===== src/rtl/spi_slave_accel_regif.sv =====
// spi_slave_accel_regif: SPI mode-3 responder for 16-bit R/W + address + data
// register frames. SS, SCK and MOSI are oversampled into clk, and a parallel
// register port is driven from the decoded frame.
module spi_slave_accel_regif #(
  parameter int SYNC_STAGES = 2,
  parameter int RD_LATENCY  = 1
) (
  input  logic       clk,
  input  logic       rst,
  input  logic       SPI_SS_a,
  input  logic       SPI_CK_a,
  input  logic       SPI_DO_a,
  output logic       SPI_DI_a,
  output logic [6:0] reg_addr,
  output logic       reg_rd_req,
  input  logic [7:0] reg_rd_data,
  output logic       reg_wr_en,
  output logic [7:0] reg_wr_data,
  output logic       busy,
  output logic       frame_err
);

  typedef enum logic [2:0] {
    IDLE,
    ADDR,
    RD_FETCH,
    DATA_WR,
    DATA_RD,
    DONE
  } state_t;

  // The read byte is captured once the request pulse plus the port latency have elapsed.
  localparam logic [3:0] FETCH_LAST = 4'(RD_LATENCY + 1);

  logic [SYNC_STAGES-1:0] ss_pipe;
  logic [SYNC_STAGES-1:0] ck_pipe;
  logic [SYNC_STAGES-1:0] do_pipe;
  logic                   ss_s;
  logic                   ck_s;
  logic                   do_s;
  logic                   ck_prev;
  logic                   ck_rise;
  logic                   ck_fall;

  state_t     state_q;
  state_t     state_d;
  logic       armed;
  logic [4:0] rise_cnt;
  logic       over_flag;
  logic [7:0] shift_q;
  logic [7:0] shift_next;
  logic [7:0] tx_q;
  logic [3:0] fetch_cnt;
  logic       fetch_done;
  logic       wr_pend;
  logic       di_bit;
  logic       di_q;

  // Synchronizer chains; SS resets low so a frame already running at reset
  // looks "not yet idle" and cannot be joined halfway through.
  always_ff @(posedge clk or negedge rst) begin
    if (!rst) begin
      ss_pipe <= '0;
      ck_pipe <= '1;
      do_pipe <= '0;
      ck_prev <= 1'b1;
    end else begin
      ss_pipe[0] <= SPI_SS_a;
      ck_pipe[0] <= SPI_CK_a;
      do_pipe[0] <= SPI_DO_a;
      for (int i = 1; i < SYNC_STAGES; i++) begin
        ss_pipe[i] <= ss_pipe[i-1];
        ck_pipe[i] <= ck_pipe[i-1];
        do_pipe[i] <= do_pipe[i-1];
      end
      ck_prev <= ck_s;
    end
  end

  assign ss_s       = ss_pipe[SYNC_STAGES-1];
  assign ck_s       = ck_pipe[SYNC_STAGES-1];
  assign do_s       = do_pipe[SYNC_STAGES-1];
  // Edges only count while SS is low, so an SS rise always beats a coincident edge.
  assign ck_rise    = !ss_s && ck_s && !ck_prev;
  assign ck_fall    = !ss_s && !ck_s && ck_prev;
  assign shift_next = {shift_q[6:0], do_s};
  assign fetch_done = (fetch_cnt == FETCH_LAST);
  assign busy       = armed && !ss_s;
  assign SPI_DI_a   = di_q;

  // Frame state register.
  always_ff @(posedge clk or negedge rst) begin
    if (!rst) begin
      state_q <= IDLE;
    end else begin
      state_q <= state_d;
    end
  end

  // Next-state decode; any SS rise outside IDLE ends the frame.
  always_comb begin
    state_d = state_q;
    case (state_q)
      IDLE: begin
        if (armed && !ss_s) state_d = ADDR;
      end
      ADDR: begin
        if (ss_s) state_d = IDLE;
        else if (ck_rise && rise_cnt == 5'd7) state_d = shift_next[7] ? RD_FETCH : DATA_WR;
      end
      RD_FETCH: begin
        if (ss_s) state_d = IDLE;
        else if (fetch_done) state_d = DATA_RD;
      end
      DATA_WR, DATA_RD: begin
        if (ss_s) state_d = IDLE;
        else if (ck_rise && rise_cnt == 5'd15) state_d = DONE;
      end
      DONE: begin
        if (ss_s) state_d = IDLE;
      end
      default: state_d = IDLE;
    endcase
  end

  // Frame datapath: rise counting, header/data shifting, register strobes and MISO shifting.
  always_ff @(posedge clk or negedge rst) begin
    if (!rst) begin
      armed       <= 1'b0;
      rise_cnt    <= 5'd0;
      over_flag   <= 1'b0;
      shift_q     <= 8'h00;
      tx_q        <= 8'h00;
      fetch_cnt   <= 4'd0;
      wr_pend     <= 1'b0;
      di_bit      <= 1'b0;
      di_q        <= 1'b0;
      reg_addr    <= 7'h00;
      reg_rd_req  <= 1'b0;
      reg_wr_en   <= 1'b0;
      reg_wr_data <= 8'h00;
      frame_err   <= 1'b0;
    end else begin
      reg_rd_req <= 1'b0;
      wr_pend    <= 1'b0;
      reg_wr_en  <= wr_pend;
      frame_err  <= 1'b0;
      di_q       <= (state_q == DATA_RD && !ss_s) ? di_bit : 1'b0;
      if (ss_s) armed <= 1'b1;

      if (state_q == IDLE) begin
        rise_cnt  <= 5'd0;
        over_flag <= 1'b0;
        fetch_cnt <= 4'd0;
        di_bit    <= 1'b0;
      end else if (ss_s) begin
        frame_err <= (rise_cnt != 5'd16) || over_flag;
      end else begin
        if (ck_rise) begin
          if (rise_cnt == 5'd16) begin
            over_flag <= 1'b1;
          end else begin
            rise_cnt <= rise_cnt + 5'd1;
            shift_q  <= shift_next;
          end
          if (rise_cnt == 5'd7) reg_addr <= shift_next[6:0];
          if (rise_cnt == 5'd15 && state_q == DATA_WR) begin
            reg_wr_data <= shift_next;
            wr_pend     <= 1'b1;
          end
        end
        if (state_q == RD_FETCH) begin
          fetch_cnt <= fetch_cnt + 4'd1;
          if (fetch_cnt == 4'd0) reg_rd_req <= 1'b1;
          if (fetch_done) tx_q <= reg_rd_data;
        end
        if (state_q == DATA_RD && ck_fall) begin
          di_bit <= tx_q[7];
          tx_q   <= {tx_q[6:0], 1'b0};
        end
      end
    end
  end

endmodule

===== config.mk =====
export PLATFORM = sky130hd
export DESIGN_NAME = spi_slave_accel_regif
export DESIGN_NICKNAME = d
export VERILOG_FILES = /design/src/rtl/spi_slave_accel_regif.sv
export SDC_FILE = /design/constraint.sdc
export NUM_CORES = 1
export LEC_CHECK = 0
export ABC_AREA = 0
export CAP_MARGIN = 30
export CORE_UTILIZATION = 36
export CTS_CLUSTER_DIAMETER = 150
export DETAILED_ROUTE_END_ITERATION = 8
export SETUP_SLACK_MARGIN = 0.02
export SLEW_MARGIN = 30
export SYNTH_ARGS = -nofsm -noshare
export SYNTH_HDL_FRONTEND = slang
export SYNTH_SLANG_ARGS = --single-unit

===== constraint.sdc =====
create_clock -name clk -period 2.1 [get_ports clk]
set_input_delay 0.42 -clock clk [delete_from_list [all_inputs] [get_ports clk]]
set_output_delay 0.42 -clock clk [all_outputs]
set_load 0.02 [all_outputs]

# After elaboration in Yosys (flattened, before gate mapping)

Index checks and enable logic that the tools add are counted.
W data, S select, Z words.

Bits in registers: 57
Latch bits: 0
Memory bits (writable): 0
Bits in read-only memories: 0
Bits of input ports: 13
Word-level logic and storage cells: 111
Memories: 0

Add/sub/neg operators: 2
Multipliers: 0
Divide/modulo/power cells: 0
$lt $le $gt $ge: 0
Eq/ne operators: 17
Shift operators: 0
Muxes and demuxes: 38
Bitwise operators: 3
Reductions and logical operators: 32

Operator list:

| cell                  | count |
|---|---|
| $mux W3               | 8 |
| $mux W8               | 3 |
| $mux W5               | 4 |
| $mux W1               | 19 |
| $reduce_and A4 Y1     | 4 |
| $pmux W3 S5           | 1 |
| $mux W4               | 3 |
| $reduce_bool A2 Y1    | 6 |
| $logic_and A1 B1 Y1   | 10 |
| $ne A3 B3 Y1 const B  | 3 |
| $eq A3 B2 Y1 const B  | 2 |
| $eq A3 B3 Y1 const B  | 2 |
| $ne A2 B2 Y1 const B  | 3 |
| $reduce_and A3 Y1     | 2 |
| $add A5 B1 Y5 const B | 1 |
| $eq A5 B3 Y1 const B  | 1 |
| $eq A5 B4 Y1 const B  | 1 |
| $eq A5 B5 Y1 const B  | 1 |
| $ne A5 B5 Y1 const B  | 1 |
| $reduce_and A5 Y1     | 1 |
| $add A4 B1 Y4 const B | 1 |
| $eq A4 B2 Y1 const B  | 1 |
| $logic_not A4 Y1      | 1 |
| $reduce_and A2 Y1     | 2 |
| 7 further kinds       | 11 |

# Logic depth before layout (Yosys ltp)

Word-level depth: 7
Mapped depth: 9
Depth with buffers taken out: 7

# Worst setup path after synthesis

OpenSTA, ideal clock, no wires.

Path kind: flip-flop to flip-flop
Start: register ck_pipe[1]
End: register shift_q[0]
Data arrival time: 1779 ps
Required time: 1975 ps
Setup slack: 197 ps
Cell stages (with the launch flop): 6
Path buffers: 1
Period minus slack after synthesis: 1903 ps
Cell sequence: dfstp_2 nor3b_4 nor2b_1 nor2b_1 buf_2 mux2_2

Longest elaborated chain between the ends: 3

RTL lines:

| item                               | RTL line | source |
|---|---|---|
| start, declared                    | 36       | `logic [SYNC_STAGES-1:0] ck_pipe;` |
| start signal, assigned by index    | 73       | `ck_pipe[i] <= ck_pipe[i-1];` |
| $logic_and A1 B1 Y1 (2 in a row)   | 84       | `assign ck_rise = !ss_s && ck_s && !ck_prev;` |
| $reduce_and A4 Y1 (no source line) | -        |  |
| end signal, assigned               | 164      | `shift_q <= shift_next;` |
| end, declared                      | 50       | `logic [7:0] shift_q;` |

Every way passes these cells.
A chain may end at the register's enable or synchronous reset.

# Worst setup path after layout

Start: register ck_pipe[1]
End: register reg_addr[1]

Longest elaborated chain between the ends: 3

RTL lines:

| item                               | RTL line | source |
|---|---|---|
| $logic_and A1 B1 Y1 (2 in a row)   | 84       |  |
| $reduce_and A4 Y1 (no source line) | -        |  |
| end signal, assigned               | 166      | `if (rise_cnt == 5'd7) reg_addr <= shift_next[6:0];` |
| end, declared                      | 14       | `output logic [6:0] reg_addr,` |

Every way passes these cells.

==> impl_metrics.py <==
metrics = {
    "status": {
        "status": "finished with violations",
        "violations": "design-rule violations",
    },
    "die": {
        "dieHeight_um": 85.56,
        "dieArea_sq_um": 7321,
        "dieWidth_um": 85.56,
        "fp-row-count": 30,
        "boundaryPins": 33,
        "start_util_pct": 37.20,
        "coreArea_sq_um": 6756,
    },
    "finish": {
        "nNetsFinal": 269,
        "area_delta_synth_final_pct": 27.77,
        "diodes": 0,
        "fill_cells": 618,
        "multi_input_area_sq_um": 994.7,
        "stdcell_area_sq_um": 3212,
        "drive_above_1_share_pct": 25.10,
        "seq_area_sq_um": 1430,
    },
    "yosys": {
        "synth_top_family_by_area": "multiplexers",
        "synth_simple_gate_area_share_pct": 13.64,
        "ys_seq_area_share_pct": 56.89,
        "syn_area_sq_um": 2514,
        "synth_mux_area_share_pct": 13.89,
        "synth_top_area_share_pct": 53.76,
        "postSynth.asyncResetShare_pct": 100.0,
        "yosysWarnings": 0,
        "synthCells": 204,
        "synth_nets": 223,
        "ys.flop_type": "dfrtp_1",
        "syn_area_per_cell_sq_um": 12.32,
        "synth_area_leader_cell": "dfrtp_1",
        "synth_xor_area_share_pct": 1.045,
        "synth_seq_cells": 57,
        "synthAdderAreaFrac_pct": 2.987,
        "synthTopCellsByArea": "dfrtp_1 54%, mux2_2 10%, mux2i_1 3.6%",
        "synth_compound_area_share_pct": 7.765,
        "synth_enable_flop_cells": 0,
        "ys_types": 41,
    },
    "cts": {
        "cts-root-buf": "clkbuf_8",
        "clk_path_buf_depth": 2,
        "insertion_delay_ps": 340,
        "path_clk_slew_ps": 70,
        "ctsHoldBuffers": 0,
        "cts_buffers": 9,
        "clock_sinks": 57,
        "cts_tree": "yes",
        "htree_levels": 3,
    },
    "place": {
        "io_buffers": 32,
        "dp_worst_setup_slack_ps": 158.9,
        "place.gp.congestion": 0.7563,
        "post_dp_cell_area_sq_um": 2978,
        "place_hpwl_um": 2921,
    },
    "critical_path": {
        "r2r_end": "reg_addr[1]",
        "crit_type": "reg -> reg",
        "r2r_cells": 4,
        "cp_data_required_time_ps": 2320,
        "worst-path-buf-inv": 0,
        "crit_top_cell": "nor3b_4",
        "slowest_delay_ps": 540,
        "crit_family": "simple AND/OR/NAND/NOR gates",
        "worstSetupEndpointType": "flop",
        "worstPathMaxFanout": 7,
        "crit_chain": "nor3b_4 > nor4b_4 > nor3b_4 > mux2_2",
        "crit_slowest_cell": "dfstp_2",
        "startpoint": "ck_pipe[1]",
        "r2r_setup_slack_ps": 190,
        "rr_startpoint": "ck_pipe[1]",
        "startpoint_type": "flop",
        "critPathArrivalTime_ps": 2130,
    },
    "grt": {
        "antenna_found_initial": 0,
        "gr-total-overflow": 0,
        "grt_usage_pct": 13.93,
        "grt_max_degree": 58,
        "grt_pass1_wl_um": 7638,
        "first_global_vias": 1609,
    },
    "route": {
        "wirelength_um": 4257,
        "first_pass_iters": 6,
        "detail-route-antenna-nets": 0,
        "drc": 1,
        "drt_iter0_drc": 116,
        "vias": 1596,
        "vias_per_cell": 4.764,
        "wl_per_cell_um": 12.71,
    },
    "sta": {
        "final.period_utilization_pct": 91.05,
        "rsz0062_at_grt": "no",
        "slew_viol_final": 0,
        "clock.fmax_mhz": 523.0,
        "skew_ps": 6.157,
        "fin_crit_ps": 1912,
        "fin_ws_ps": 187.9,
        "tightest_slew_ps": 411.6,
        "setup_viol": 0,
        "hold_viol_final": 0,
        "maxSlewHeadroom_pct": 72.56,
        "holdWs_ps": 65.78,
        "setup_tns_ps": 0,
    },
    "min_path": {
        "hold_path_class": "in -> async",
    },
    "pwr": {
        "finalPower_uw": 2880,
        "p_leak_uw": 0.001487,
        "ir_worst_vdd_uv": 559.7,
        "powerDensity_nw_per_um2": 896.8,
    },
    "flow_run": {
        "cap_violations": 0,
    },
}
## cells by family (layout without fill, tap and decap cells)
logic type | Yosys count | count (layout)
xor+xnor | 3 | 3
flops | 57 | 57
buf+inv | 20 | 71
simple gates | 56 | 56
fa+ha+maj | 6 | 6
mux | 32 | 32
compound gates | 30 | 30
## cells in the final DEF, fill, tap and decap left out, drive strengths merged, types with 3 or more instances in the layout
cell type	count
a211oi	3
a21oi	13
a22o	3
buf	13
clkbuf	11
clkdlybuf4s50	30
dfrtp	54
dfstp	3
ha	6
inv	11
mux2	23
mux2i	9
nand2	5
nand2b	3
nor2	22
nor2b	5
nor3b	3
o21ai	6
## per-layer routing
| metal | vias to the layer above | track usage [%] | share of wire, % |
|---|---|---|---|
| met1 | 769 | 17.89 | 49 |
| met5 | - | 0 | 0 |
| li1 | 795 | - | - |
| met3 | 10 | 5.294 | 3.5 |
| met4 | 0 | 7.727 | 2.5 |
| met2 | 22 | 20.29 | 45 |
## cells in the mapped netlist (3+ instances only)
| cell | n |
|---|---|
| dfrtp_1 | 54 |
| mux2_2 | 23 |
| nor2_1 | 22 |
| a21oi_1 | 13 |
| inv_1 | 11 |
| mux2i_1 | 9 |
| ha_1 | 6 |
| o21ai_0 | 6 |
| nand2_1 | 5 |
| nor2b_1 | 5 |
| buf_2 | 4 |
| a22o_1 | 3 |
| dfstp_2 | 3 |
| nand2b_1 | 3 |
## metrics by stage
step,util (%),instances
finish,47.54,335
global route,47.54,335
CTS,47.44,335
detailed placement,44.07,319
global placement,44.07,319
floorplan,-,204
## worst max-delay path by stage
stage          slack, ps          end  cells after the start
6_report             190  reg_addr[1]                      4
3_5_place_dp         160  reg_addr[1]                      4
3_3_place_gp         220  reg_addr[3]                      4
4_1_cts              150  reg_addr[1]                      4
5_1_grt               30   state_q[1]                      7
2_1_floorplan        200   shift_q[0]                      5
## registers in the layout, indices dropped and copies added, names as in the netlist, 2 cells and up
| name | cells |
|---|---|
| reg_addr | 7 |
| reg_wr_data | 8 |
| shift_q | 7 |
| tx_q | 8 |
| ss_pipe | 2 |
| rise_cnt | 5 |
| ck_pipe | 2 |
| state_q | 3 |
| do_pipe | 2 |
| fetch_cnt | 4 |
## worst reg2reg max path, stage by stage (launching register included)
cell and delay (ps):
dfstp_2 540, nor3b_4 190, nor4b_4 260, nor3b_4 430, mux2_2 380
## report_power, final
group	total (uW)	internal [uW]	switching, uW
Sequential	1300	1210	97.0
Clock	1150	728	425
Combinational	425	207	219
## cell type report
| cell class | instances | share of cell area (%) |
|---|---|---|
| multi-input combinational | 127 | 30.97 |
| clock buffer | 11 | 4.714 |
| inverter | 11 | 1.286 |
| sequential | 57 | 44.53 |
| clock inverter | 5 | 2.415 |
| timing repair buffer | 44 | 12.97 |
| tap | 80 | 3.116 |
## repair_timing
action,4_1_cts,5_1_grt
gates resized for setup,1,1
setup endpoints to repair,1,1
setup buffers,0,0
Power figures use the tool's default switching activity.
